[config.mk]
export PLATFORM = sky130hd
export DESIGN_NAME = grid_addr_calc
export DESIGN_NICKNAME = d
export VERILOG_FILES = /design/src/rtl/placement_pkg.sv /design/src/rtl/grid_addr_calc.sv
export SDC_FILE = /design/constraint.sdc
export NUM_CORES = 1
export LEC_CHECK = 0
export CAP_MARGIN = 20
export CORE_MARGIN = 2
export CORE_UTILIZATION = 40
export CTS_CLUSTER_SIZE = 10
export DETAILED_ROUTE_END_ITERATION = 10
export PLACE_DENSITY = 0.68
export SYNTH_ARGS = -nofsm -noshare
export SYNTH_HDL_FRONTEND = slang
export SYNTH_SLANG_ARGS = --single-unit
export TNS_END_PERCENT = 100
[constraint.sdc]
create_clock -name clk -period 4.11 [get_ports clk]
set_input_delay 0.6165 -clock clk [delete_from_list [all_inputs] [get_ports clk]]
set_output_delay 0.6165 -clock clk [all_outputs]
set_load 0.1 [all_outputs]
[src/rtl/placement_pkg.sv]
// Shared definitions for the grid placer and its post-placement readback.
//   DEF_N   : default grid side length
//   EMPTY   : grid / position value meaning "nothing here"
//   S_*     : readback FSM state encoding
//   tuple_t : (node, x, y) record streamed out per node
package placement_pkg;
    localparam int DEF_N = 9;
    localparam logic signed [31:0] EMPTY = -32'sd1;

    localparam logic [3:0] S_IDLE      = 4'd0;
    localparam logic [3:0] S_RD_POS    = 4'd1;
    localparam logic [3:0] S_WAIT_POS  = 4'd2;
    localparam logic [3:0] S_CHK_POS   = 4'd3;
    localparam logic [3:0] S_RD_GRID   = 4'd4;
    localparam logic [3:0] S_WAIT_GRID = 4'd5;
    localparam logic [3:0] S_CHK_GRID  = 4'd6;
    localparam logic [3:0] S_EMIT      = 4'd7;
    localparam logic [3:0] S_FIN       = 4'd8;

    typedef struct packed {
        logic [31:0]        node;
        logic signed [31:0] x;
        logic signed [31:0] y;
    } tuple_t;
endpackage

[src/rtl/grid_addr_calc.sv]
// Grid cell address x*N+y, registered on en, plus a combinational check
// that (x, y) lies inside the N x N grid.
//   clk, reset : clock, synchronous active-high reset
//   en         : capture the address of the current x, y
//   x, y       : signed cell coordinates
//   in_range   : both coordinates within 0..N-1
//   addr       : registered x*N+y (full 32-bit product)
module grid_addr_calc
    import placement_pkg::*;
#(
    parameter int N = DEF_N
) (
    input  logic               clk,
    input  logic               reset,
    input  logic               en,
    input  logic signed [31:0] x,
    input  logic signed [31:0] y,
    output logic               in_range,
    output logic [31:0]        addr
);
    assign in_range = (x >= 0) && (x < N) && (y >= 0) && (y < N);

    always_ff @(posedge clk) begin
        if (reset)
            addr <= '0;
        else if (en)
            addr <= 32'(x * N + y);
    end
endmodule

==> run summary <==
Diode count = 0
Largest net degree at the start of global routing = 41
IO Pins = 100
GPL Wtd Cong = 0.925
First-pass GRT wire length = 23.1 mm
DRC errors left = 0
Via/cell ratio = 5.24
Comb power frac = 74.7%
Final nets = 966
Initial DRC count = 256
Post-DP HPWL = 11.7 mm
Initial antenna violation count = 0
Port bufs = 99
Initial Util = 41.3%
Vias in the first global route = 4843
WL final = 14.1 mm
Worst Max-Slew Pin Slew = 983 ps
Top Layer Used = met4
Hold Buf Count CTS = 0
Post-synthesis sequential area ratio = 13.4%
EDFF count, synth = 0
Synthesis-to-layout area growth = 47.2%
Setup crit end kind = flop
Hold WC Path Type = flop to flop
Most common cell after layout, fill and taps aside = inv_1
Clock sink total = 32
Net Sw Frac = 50.6%
Setup TNS after final layout = 0 ps
Highest net fanout along the worst path = 2
Clock buffer depth = 2
Die ar. = 12800 um^2
Total CTS buffers = 5
Clock Power Share = 12.0%
Final Skew = 0 ps
Yosys cell types = 49
GRT Total Usage = 22.0%
Syn Inst Count = 596
Post-Syn Area = 4780 um^2
Cell Pwr Density = 446 nW/um^2
Wire per inst = 15.3 um
WL met3 = 662 um
Layout cell share with drive strength beyond 1 = 17.7%
Cell count after placement = 915
Core ar. = 11600 um^2
Setup crit start kind = primary input
Period utilisation layout = 97.0%
Cell-internal power = 1550 uW
Clock transition at path regs = 60 ps
Minimum clock period = 3990 ps
Fin util = 60.9%
Leakage = 0.00348 uW
Largest regs = addr: 32 flops
TritonRoute pass-1 iters = 5
Synth Net Count = 782
Reg power frac = 13.3%
Routed wl met2 = 6.33 mm
Syn Area/Cell = 8.02 um^2
DRT antenna net count = 0
Clock Latency Late Sink = 280 ps
Die Wd = 113 um
Worst slew margin = 34.2%
Standard-cell rows = 39
Critical Path RT = 4270 ps
CTS H-tree depth = 2
Fmax = 251 MHz
Final setup fails = 0
WP data arrival = 4150 ps
Total vias in the final route = 4838
GRT overflow = 0
CTS tree = built
Crit path kind = primary input to flop
CTS Root Cell = clkbuf_16
Fin. Hold Viols = 0
Status = completed
Final Max Slew Viols = 0
Max reg flops = 32
Switching pwr = 1590 uW
Non-Filler Instances = 924
Post-synth ARST share = 0%
Peak VDD IR = 185 uV
Top reg by flops = addr
M1 WL = 6.93 mm
Max capacitance violation total = 0
Post-synth top flop = dfxtp_1
Seq cells post-synth = 32
Die H = 113 um
Commonest cells after routing, fill and taps aside = inv_1, buf_4, clkdlybuf4s50_1
Yosys warnings = 0
## power by group through the flow
stage / combinational [uW] / sequential [uW] / clock (uW)
finish: 2350 / 419 / 376
global route: 2540 / 428 / 398
CTS: 2250 / 420 / 383
detailed placement: 2190 / 426 / 0
global placement: 2160 / 423 / 0
floorplan: 938 / 931 / 0
## kinds of logic after synthesis
family | Yosys count | synth area share [%]
flip-flops | 32 | 13.4
buffers and inverters | 149 | 11.7
AO/OA/AOI/OAI | 126 | 19.2
AND/OR/NAND/NOR | 148 | 15.9
adder cells (fa/ha/maj) | 119 | 35.5
multiplexers | 9 | 1.88
XOR/XNOR | 13 | 2.38
## synth_stat cells, types with 6 or more instances
cell      instances  area share (%)
fa_1             28              12
mux2i_1           9             1.9
ha_1             91              24
nor3_1           14             1.5
nor2b_1           6            0.79
nor2_1           28             2.2
a211oi_1         10             1.6
inv_1           132              10
a31oi_1           7            0.92
o21ai_0          13             1.4
a21o_1           12             1.9
clkbuf_1         14             1.1
xnor2_1          13             2.4
dfxtp_1          32              13
nand4_1           9             1.2
o21a_1            9             1.4
nor4_1           17             2.2
nand2_1          36             2.8
o221ai_1          7             1.3
a21oi_1          34             3.6
nand3_1          11             1.2
## timing repair
action,4_1_cts,5_1_grt
cloned,0,0
hold endpoints to repair,0,0
resized for setup,15,36
pin swaps,16,18
buffers inserted,1,0
setup endpoints to repair,11,12
## critical path, cell delays in order
cell	delay, ps
clkdlybuf4s50_1	440
ha_1	330
ha_4	170
fa_1	540
ha_4	210
a21o_1	170
a31o_4	260
a221oi_4	300
a2111o_1	260
a2111oi_4	90
o2111a_1	250
or4_1	500
## path summary, 6_finish.rpt
kind / from / to / slack [ps] / cells after the start
min: addr[9]$_SDFFE_PP0P_ / addr[9]$_SDFFE_PP0P_ / 460 / 2
max: y[3] / addr[28]$_SDFFE_PP0P_ / 120 / 12
min reg2reg: addr[9]$_SDFFE_PP0P_ / addr[9]$_SDFFE_PP0P_ / 460 / 2
max reg2reg: addr[28]$_SDFFE_PP0P_ / addr[28]$_SDFFE_PP0P_ / 2980 / 2
## through the flow
stage                     setup slack (ps)  hold WS [ps]  cell area, um^2  total power (uW)
final                                  123           458             7040              3140
after global routing                 -8.40           475             7040              3370
after CTS                             4.71           457             6850              3050
after detailed placement              -544           450             6620              2620
after global placement                -442           439             6620              2590
after floorplan                       83.4           868             4780              1870
## routing by layer
metal,up-vias,GRT usage (%)
met2,141,35.3
met3,15,1.55
met5,-,0
li1,2432,-
met4,0,6.10
met1,2250,31.8
## layout make-up
class	instances	area [um^2]
fillers	1016	4530
multi-input cells	415	3830
repair buffers	194	1750
flip-flops and latches	32	641
inverters	132	495
well taps	143	179
clock buffers	6	139
clock inverters	2	10.0
Power figures use the tool's default switching activity.
